--- config.mk ---
export PLATFORM = sky130hd
export DESIGN_NAME = irq_priority_ctrl
export DESIGN_NICKNAME = d
export VERILOG_FILES = /design/src/rtl/irq_priority_ctrl.sv
export SDC_FILE = /design/constraint.sdc
export NUM_CORES = 1
export LEC_CHECK = 0
export BUFFER_PORTS_ARGS = -buffer_cell sky130_fd_sc_hd__buf_2
export CELL_PAD_IN_SITES_DETAIL_PLACEMENT = 0
export CELL_PAD_IN_SITES_GLOBAL_PLACEMENT = 1
export CORE_MARGIN = 1
export CORE_UTILIZATION = 35
export DETAILED_ROUTE_END_ITERATION = 10
export PLACE_DENSITY_LB_ADDON = 0.3
export SYNTH_ARGS = -nofsm -noshare
export SYNTH_HDL_FRONTEND = slang
export SYNTH_SLANG_ARGS = --single-unit
--- constraint.sdc ---
create_clock -name clk -period 1.3 [get_ports clk]
set_clock_uncertainty 0.1 [all_clocks]
set_input_delay 0.325 -clock clk [delete_from_list [all_inputs] [get_ports clk]]
set_output_delay 0.325 -clock clk [all_outputs]
set_load 0.01 [all_outputs]
--- src/rtl/irq_priority_ctrl.sv ---
//-----------------------------------------------------------------------------
// irq_priority_ctrl
//
// Eight-input interrupt controller. Rising edges on irq_in are latched into a
// pending register. A software-writable mask gates which pending sources may
// request. The highest-index unmasked pending source is offered to a single
// consumer through a request/acknowledge handshake. Once acknowledged, that
// source is held in service until end-of-interrupt (EOI). Service is never
// nested.
//
// Parameters
//   MASK_RST   reset value of the mask register (bit = 1 masks the source)
//
// Ports
//   clk        in   1  system clock, rising-edge active
//   rst        in   1  asynchronous active-high reset
//   irq_in     in   8  interrupt lines, bit 7 highest priority
//   mask_wr    in   1  mask write strobe
//   mask_data  in   8  mask value loaded when mask_wr = 1
//   irq_ack    in   1  consumer accepts the presented vector (honoured in REQ)
//   eoi        in   1  consumer finished servicing (honoured in SERVICE)
//   irq_req    out  1  an unmasked source is being presented
//   irq_id     out  3  presented source index, valid while irq_req = 1
//   active_id  out  3  in-service source index, valid while busy = 1
//   busy       out  1  a source is in service
//   pending    out  8  pending register
//   mask       out  8  current mask register
//
// All outputs are driven straight from registers.
//-----------------------------------------------------------------------------
module irq_priority_ctrl #(
  parameter logic [7:0] MASK_RST = 8'h00
) (
  input  logic       clk,
  input  logic       rst,
  input  logic [7:0] irq_in,
  input  logic       mask_wr,
  input  logic [7:0] mask_data,
  input  logic       irq_ack,
  input  logic       eoi,
  output logic       irq_req,
  output logic [2:0] irq_id,
  output logic [2:0] active_id,
  output logic       busy,
  output logic [7:0] pending,
  output logic [7:0] mask
);

  localparam logic [1:0] ST_IDLE    = 2'd0;
  localparam logic [1:0] ST_REQ     = 2'd1;
  localparam logic [1:0] ST_SERVICE = 2'd2;

  logic [1:0] r_state;
  logic [7:0] r_irq_q;
  logic [7:0] r_pending;
  logic [7:0] r_mask;
  logic       r_irq_req;
  logic [2:0] r_irq_id;
  logic [2:0] r_active_id;
  logic       r_busy;

  logic [7:0] w_edge;
  logic [7:0] w_elig;
  logic       w_any;
  logic [2:0] w_sel;
  logic       w_take;
  logic [7:0] w_clr;

  // One event per low-to-high transition; a held level does not re-trigger.
  assign w_edge = irq_in & ~r_irq_q;

  // Highest-index-wins encode: ascending scan, so the last hit is the winner.
  always_comb begin
    w_elig = r_pending & ~r_mask;
    w_any  = |w_elig;
    w_sel  = '0;
    for (int unsigned i = 0; i < 8; i++) begin
      if (w_elig[i]) begin
        w_sel = 3'(i);
      end
    end
  end

  // The acknowledge consumes the vector registered before this edge, so a
  // simultaneous mask write cannot redirect which pending bit is cleared.
  always_comb begin
    w_take = (r_state == ST_REQ) && irq_ack;
    w_clr  = '0;
    if (w_take) begin
      w_clr = 8'b0000_0001 << r_irq_id;
    end
  end

  always_ff @(posedge clk or posedge rst) begin
    if (rst) begin
      r_state     <= ST_IDLE;
      r_irq_q     <= '0;
      r_pending   <= '0;
      r_mask      <= MASK_RST;
      r_irq_req   <= 1'b0;
      r_irq_id    <= '0;
      r_active_id <= '0;
      r_busy      <= 1'b0;
    end else begin
      r_irq_q <= irq_in;

      // Clear first, then OR in new edges: an edge arriving in the same
      // cycle as the acknowledge keeps the bit pending.
      r_pending <= (r_pending & ~w_clr) | w_edge;

      if (mask_wr) begin
        r_mask <= mask_data;
      end

      case (r_state)
        ST_IDLE: begin
          r_irq_req <= 1'b0;
          r_busy    <= 1'b0;
          if (w_any) begin
            r_state   <= ST_REQ;
            r_irq_req <= 1'b1;
            r_irq_id  <= w_sel;
          end
        end

        ST_REQ: begin
          if (irq_ack) begin
            r_state     <= ST_SERVICE;
            r_active_id <= r_irq_id;
            r_irq_req   <= 1'b0;
            r_busy      <= 1'b1;
          end else if (!w_any) begin
            // Every candidate was masked away before acceptance.
            r_state   <= ST_IDLE;
            r_irq_req <= 1'b0;
          end else begin
            // Re-evaluate so a higher source arriving before ack replaces
            // the presented vector.
            r_irq_id <= w_sel;
          end
        end

        ST_SERVICE: begin
          if (eoi) begin
            r_state <= ST_IDLE;
            r_busy  <= 1'b0;
          end
        end

        default: begin
          r_state   <= ST_IDLE;
          r_irq_req <= 1'b0;
          r_busy    <= 1'b0;
        end
      endcase
    end
  end

  assign irq_req   = r_irq_req;
  assign irq_id    = r_irq_id;
  assign active_id = r_active_id;
  assign busy      = r_busy;
  assign pending   = r_pending;
  assign mask      = r_mask;

endmodule

==> results of run 1 <==
-- cells in the final DEF, fill, tap and decap left out, types with 2 or more instances in the layout --
cell	n
dfrtp_1	31
buf_6	29
dfrtp_2	3
buf_2	29
a21oi_1	2
a31oi_1	2
clkbuf_8	6
o21ai_2	5
mux2_2	10
buf_4	19
o21ai_0	5
nand2b_2	2
inv_1	14
mux2i_1	2
nand2b_4	4
nand2_1	9
and2b_2	2
o21ai_1	6
-- repair_timing --
| item | 4_1_cts | 5_1_grt |
|---|---|---|
| resized for setup | 38 | 15 |
| buffers inserted | 4 | 5 |
| pin swaps | 1 | 4 |
| endpoints found under the hold margin | 34 | 0 |
| hold buffers | 1 | 0 |
| endpoints found under the setup margin | 26 | 29 |
-- how the worst max path moves through the flow --
| stage | from | to | slack, ns | cells past startpoint |
|---|---|---|---|---|
| 2_1_floorplan | pending[1]$_DFF_PP0_ | irq_id[2]$_DFFE_PP0P_ | -0.16 | 4 |
| 5_1_grt | pending[1]$_DFF_PP0_ | irq_id[0]$_DFFE_PP0P_ | -0.16 | 5 |
| 3_5_place_dp | r_state[1]$_DFFE_PP0P_ | pending[4]$_DFF_PP0_ | -0.10 | 4 |
| 3_3_place_gp | pending[1]$_DFF_PP0_ | irq_id[2]$_DFFE_PP0P_ | -0.05 | 4 |
| 6_report | pending[1]$_DFF_PP0_ | irq_id[2]$_DFFE_PP0P_ | -0.10 | 4 |
| 4_1_cts | pending[1]$_DFF_PP0_ | irq_req$_DFFE_PP0P_ | -0.1 | 5 |
-- cell type report --
type | instances | area share, %
Tap cell | 50 | 2.70
Sequential cell | 34 | 36.8
Timing Repair Buffer | 79 | 27.8
Inverter | 14 | 2.26
Clock buffer | 7 | 3.72
Multi-Input combinational cell | 66 | 26.5
Clock inverter | 1 | 0.216
-- where the power goes --
| group | internal, µW | leakage [µW] | switching (µW) |
|---|---|---|---|
| Sequential | 1310 | 0.000371 | 216 |
| Combinational | 1030 | 0.000710 | 828 |
| Clock | 427 | 0.0000482 | 360 |
-- per-layer routing --
layer  up-vias  track usage, %
met5         -               0
met1       565            20.3
met2        28            28.1
li1        558               -
met3         5            5.48
met4         0            5.85
-- worst max-delay path, delay by kind of cell, from the launching register on --
kind            cells  cell delay (ns)
mux                 1             0.30
flops               1             0.38
simple gates        1             0.20
compound gates      2             0.30
-- kinds of logic (layout without fill, tap and decap cells) --
| kind of cell | Yosys count | in the layout | share of synthesized area [%] |
|---|---|---|---|
| AO/OA/AOI/OAI | 27 | 27 | 12.5 |
| buffers and inverters | 15 | 101 | 3.95 |
| flip-flops | 34 | 34 | 58.4 |
| multiplexers | 13 | 13 | 10.1 |
| AND/OR/NAND/NOR | 26 | 26 | 15.0 |
-- synth_stat cells (2+ instances only) --
| master | n | share of area (%) |
|---|---|---|
| a21oi_1 | 2 | 0.69 |
| and2b_1 | 2 | 1.0 |
| mux2_2 | 10 | 7.7 |
| nand2b_2 | 2 | 1.2 |
| o31ai_1 | 2 | 1.0 |
| a31oi_1 | 2 | 0.86 |
| inv_1 | 14 | 3.6 |
| nand2_1 | 9 | 2.3 |
| nand2b_4 | 4 | 3.8 |
| o21ai_0 | 13 | 4.5 |
| o21ai_1 | 3 | 1.0 |
| mux2i_1 | 2 | 1.4 |
| dfrtp_1 | 34 | 58 |
-- flip-flops by register name (all words and copies together) (netlist names) --
name and count:
busy 1, pending 8, r_state 2, active_id 3, mask 8, irq_id 3
irq_req 1, r_irq_q 8
-- metrics by stage --
step | setup TNS, ns | power (µW) | utilization [%] | hold slack, ns | worst slack (ns)
after floorplan | -0.162 | 2240 | - | 0.256 | -0.162
after global routing | -2.03 | 4440 | 58.0 | 0.0493 | -0.159
after global placement | -0.124 | 2840 | 48.4 | 0.277 | -0.0482
after detailed placement | -0.466 | 2890 | 48.4 | 0.282 | -0.100
final | -1.00 | 4170 | 58.0 | 0.0583 | -0.102
after CTS | -1.14 | 4010 | 55.7 | 0.0484 | -0.0989
==> impl_metrics.ini, run 1 <==
[placement]
gp_congestion = 0.755
place_area_um2 = 1940
placedCellCount = 233
io_buffers = 44
place_hpwl_mm = 2.36

[power_and_ir_drop]
power_density_nw_per_um2 = 1790
total_leakage_power_uw = 0.00113
ir_drop_mv = 0.828

[setup_path]
critical_path_class = reg2reg
crit_chain = or2b_1, o2111ai_4, o21ai_4, mux2_4
reg2reg_setup_slack_ns = -0.10
worst_path_max_delay_cell = dfrtp_1
worstPathArrival_ns = 1.47
cp.required_ns = 1.37
reg2reg_from = pending[1]$_DFF_PP0_
r2r_cells = 4
path_max_fanout = 2
worstSetupStartpointType = flop
rr_endpoint = irq_id[2]$_DFFE_PP0P_
max_stage_delay_ns = 0.38
endpoint_kind = flop

[cts]
root_buffer = clkbuf_8
cts_buffer_depth = 2
cts.clk_slew.worst_paths_ns = 0.06
numCtsBuffers = 5
h-tree-depth = 2
cts_tree = built
cts_num_sinks = 34
insertion_delay_ns = 0.28

[global_routing]
grt_max_degree = 35
grt_pass1_wl_mm = 5.36
grt_remaining_overflow = 0
grt_pass1_vias = 1186
antenna_found_initial = 0
grt.total_usage_pct = 16.8

[finish]
multi_input_area_um2 = 616
drive_gt1_share_pct = 61.2
num_antenna_cells = 0
stdcell_area_um2 = 2320
seqCellArea_um2 = 855
instances_no_fill = 251
syn_to_final_growth_pct = 59.2
nets = 221
nFillCells = 362

[synth]
synth_ff_type = dfrtp_1
synth.distinct_cells = 29
async_reset_ff_share_pct = 100
syn_area_um2 = 1460
synth_seq_area_share_pct = 58.4
syn_nets = 136
syn_area_per_cell_um2 = 12.7
ys_ff_latch = 34
synth_warnings = 0
synth_edf_count = 0
synth_cells = 115

[route]
routed_wl_mm = 3.35
vias = 1156
drt_first_iter_violations = 41
ant_nets = 0
wl_met1_mm = 1.37
dr.pass1.iters = 7
dr_wl_met2_mm = 1.78
topRoutingLayerUsed = met4
dr_wl_met3_um = 164
via_per_inst = 4.61
route.detailed.drc = 2
wire_per_inst_um = 13.4

[die]
die_area_um2 = 4430
die_h_um = 66.5
die_w_um = 66.5
io_pins = 45
placementRows = 23
start_util_pct = 36.4
core_area_um2 = 4000

[min_path]
hold_class = in2reg
min_to = r_irq_q[5]$_DFF_PP0_
whs_path_depth = 1
hp-start = irq_in[5]

[run_status]
violations = DRC, setup timing
status = finished with violations

[sta]
period_minus_slack_ns = 1.40
worst_pin_slew_ns = 0.282
setup_ws_ns = -0.102
fin_crit_sh_pct = 108
grt_setup_unrepaired = yes
finalSetupViolCount = 21
max_freq_mhz = 713
slew_headroom_pct = 81.2
final_hold_viol_count = 0
slew_violations = 0

[job]
maxCapViolations = 0
No activity file was read; power rests on OpenSTA's default activity.
==> run 2, diff against run 1 <==
--- a/config.mk
+++ b/config.mk
@@ -12,6 +12,7 @@
 export CORE_UTILIZATION = 35
 export DETAILED_ROUTE_END_ITERATION = 10
 export PLACE_DENSITY_LB_ADDON = 0.3
+export RECOVER_POWER = 25
 export SYNTH_ARGS = -nofsm -noshare
 export SYNTH_HDL_FRONTEND = slang
 export SYNTH_SLANG_ARGS = --single-unit
==> impl_metrics.ini, run 2 (synthesis results as in run 1) <==
[route]
via_per_inst = 4.62
vias = 1159
wire_per_inst_um = 13.4
route.detailed.drc = 2
drt_first_iter_violations = 30
dr.pass1.iters = 7
routed_wl_mm = 3.36
ant_nets = 0

[global_routing]
grt_max_degree = 35
grt.total_usage_pct = 16.8
antenna_found_initial = 0
grt_pass1_wl_mm = 5.36
grt_pass1_vias = 1186
grt_remaining_overflow = 0

[setup_path]
worstPathArrival_ns = 1.47
cp.required_ns = 1.37
critical_path_class = reg2reg
crit_cells = 4
cp_top_family = flip-flops
crit_chain = or2b_1, o2111ai_4, o21ai_4, mux2_4
critPathBufInv = 0
endpoint_kind = flop
r2r_cells = 4
worst_path_max_delay_cell = dfrtp_1
max_stage_delay_ns = 0.38
path_max_fanout = 2
worstSetupStartpointType = flop

[sta]
final_hold_viol_count = 0
setup_ws_ns = -0.103
grt_setup_unrepaired = yes
worst_hold_slack_ns = 0.0584
worst_pin_slew_ns = 0.466
slew_headroom_pct = 69.0
fin_crit_sh_pct = 108
max_freq_mhz = 713
finalSetupViolCount = 21
slew_violations = 0
period_minus_slack_ns = 1.40

[finish]
final_util_pct = 57.6
num_antenna_cells = 0
final_common_cell = dfrtp_1
stdcell_area_um2 = 2300
layout.cells.most_common_list = dfrtp_1, buf_6, buf_2
nets = 221
syn_to_final_growth_pct = 57.9
drive_gt1_share_pct = 58.7
nFillCells = 366

[min_path]
whs_path_depth = 1
hold_class = in2reg

[die]
die_area_um2 = 4430
placementRows = 23
start_util_pct = 36.4
io_pins = 45
core_area_um2 = 4000
die_h_um = 66.5
die_w_um = 66.5

[placement]
io_buffers = 44
place_hpwl_mm = 2.36
gp_congestion = 0.755
place_area_um2 = 1940

[cts]
cts.clk_slew.worst_paths_ns = 0.06
insertion_delay_ns = 0.28
cts_tree = built
cts_buffer_depth = 2
root_buffer = clkbuf_8
numCtsBuffers = 5
cts_num_sinks = 34
h-tree-depth = 2

[power_and_ir_drop]
power_density_nw_per_um2 = 1810
total_leakage_power_uw = 0.00111
ir_drop_mv = 0.826

[job]
maxCapViolations = 0

[run_status]
status = finished with violations
violations = DRC, setup timing
run 2: report_power, final:
| group | leakage [µW] | internal (µW) | switching (µW) | total [µW] |
|---|---|---|---|---|
| clock | 0.0000482 | 427 | 359 | 785 |
| sequential | 0.000371 | 1310 | 216 | 1520 |
| combinational | 0.000692 | 1020 | 829 | 1850 |
run 2: layer usage:
layer  global-route usage [%]  vias up  share of wire (%)
li1                         -      558                  -
met1                     20.3      568                 40
met2                     28.1       28                 54
met3                     5.48        5                4.8
met4                     5.85        0                1.2
met5                        0        -                  0
run 2: path summary, 6_finish.rpt:
path | startpoint | to | slack [ns]
setup / recovery | pending[1]$_DFF_PP0_ | irq_id[2]$_DFFE_PP0P_ | -0.10
hold / removal | irq_in[3] | r_irq_q[3]$_DFF_PP0_ | 0.06
setup reg to reg | pending[1]$_DFF_PP0_ | irq_id[2]$_DFFE_PP0P_ | -0.10
hold reg to reg | r_irq_q[3]$_DFF_PP0_ | pending[3]$_DFF_PP0_ | 0.31
max in group asynchronous | rst | irq_id[2]$_DFFE_PP0P_ | 0.13
min in group asynchronous | rst | pending[4]$_DFF_PP0_ | 0.62
run 2: area by class of cell:
| class | instances | area (µm²) | area share [%] |
|---|---|---|---|
| clock inverters | 1 | 5.00 | 0.217 |
| clock buffers | 7 | 86.3 | 3.75 |
| inverters | 14 | 52.6 | 2.28 |
| well taps | 50 | 62.6 | 2.72 |
| multi-input cells | 66 | 616 | 26.7 |
| flip-flops and latches | 34 | 855 | 37.1 |
| repair buffers | 79 | 626 | 27.2 |
run 2: per-stage QoR:
step	TNS [ns]	setup WS, ns	cells	total power, µW
floorplan	-0.162	-0.162	115	2240
global placement	-0.124	-0.0482	233	2840
detailed placement	-0.466	-0.100	233	2890
CTS	-1.14	-0.0989	246	4010
global route	-2.03	-0.159	251	4430
finish	-0.994	-0.103	251	4160
run 2: worst reg2reg max path: stages, from the launching register on:
cell and delay, ns:
dfrtp_1 0.38, or2b_1 0.20, o2111ai_4 0.13, o21ai_4 0.17, mux2_4 0.31
run 2: timing repair:
item                                    in CTS  in global routing
endpoints found under the setup margin      26                 29
hold endpoints to repair                    34                  0
hold buffers                                 1                  0
pin swaps                                    1                  4
gates cloned                                 0                  0
setup buffers                                4                  5
resized for setup                           38                 15
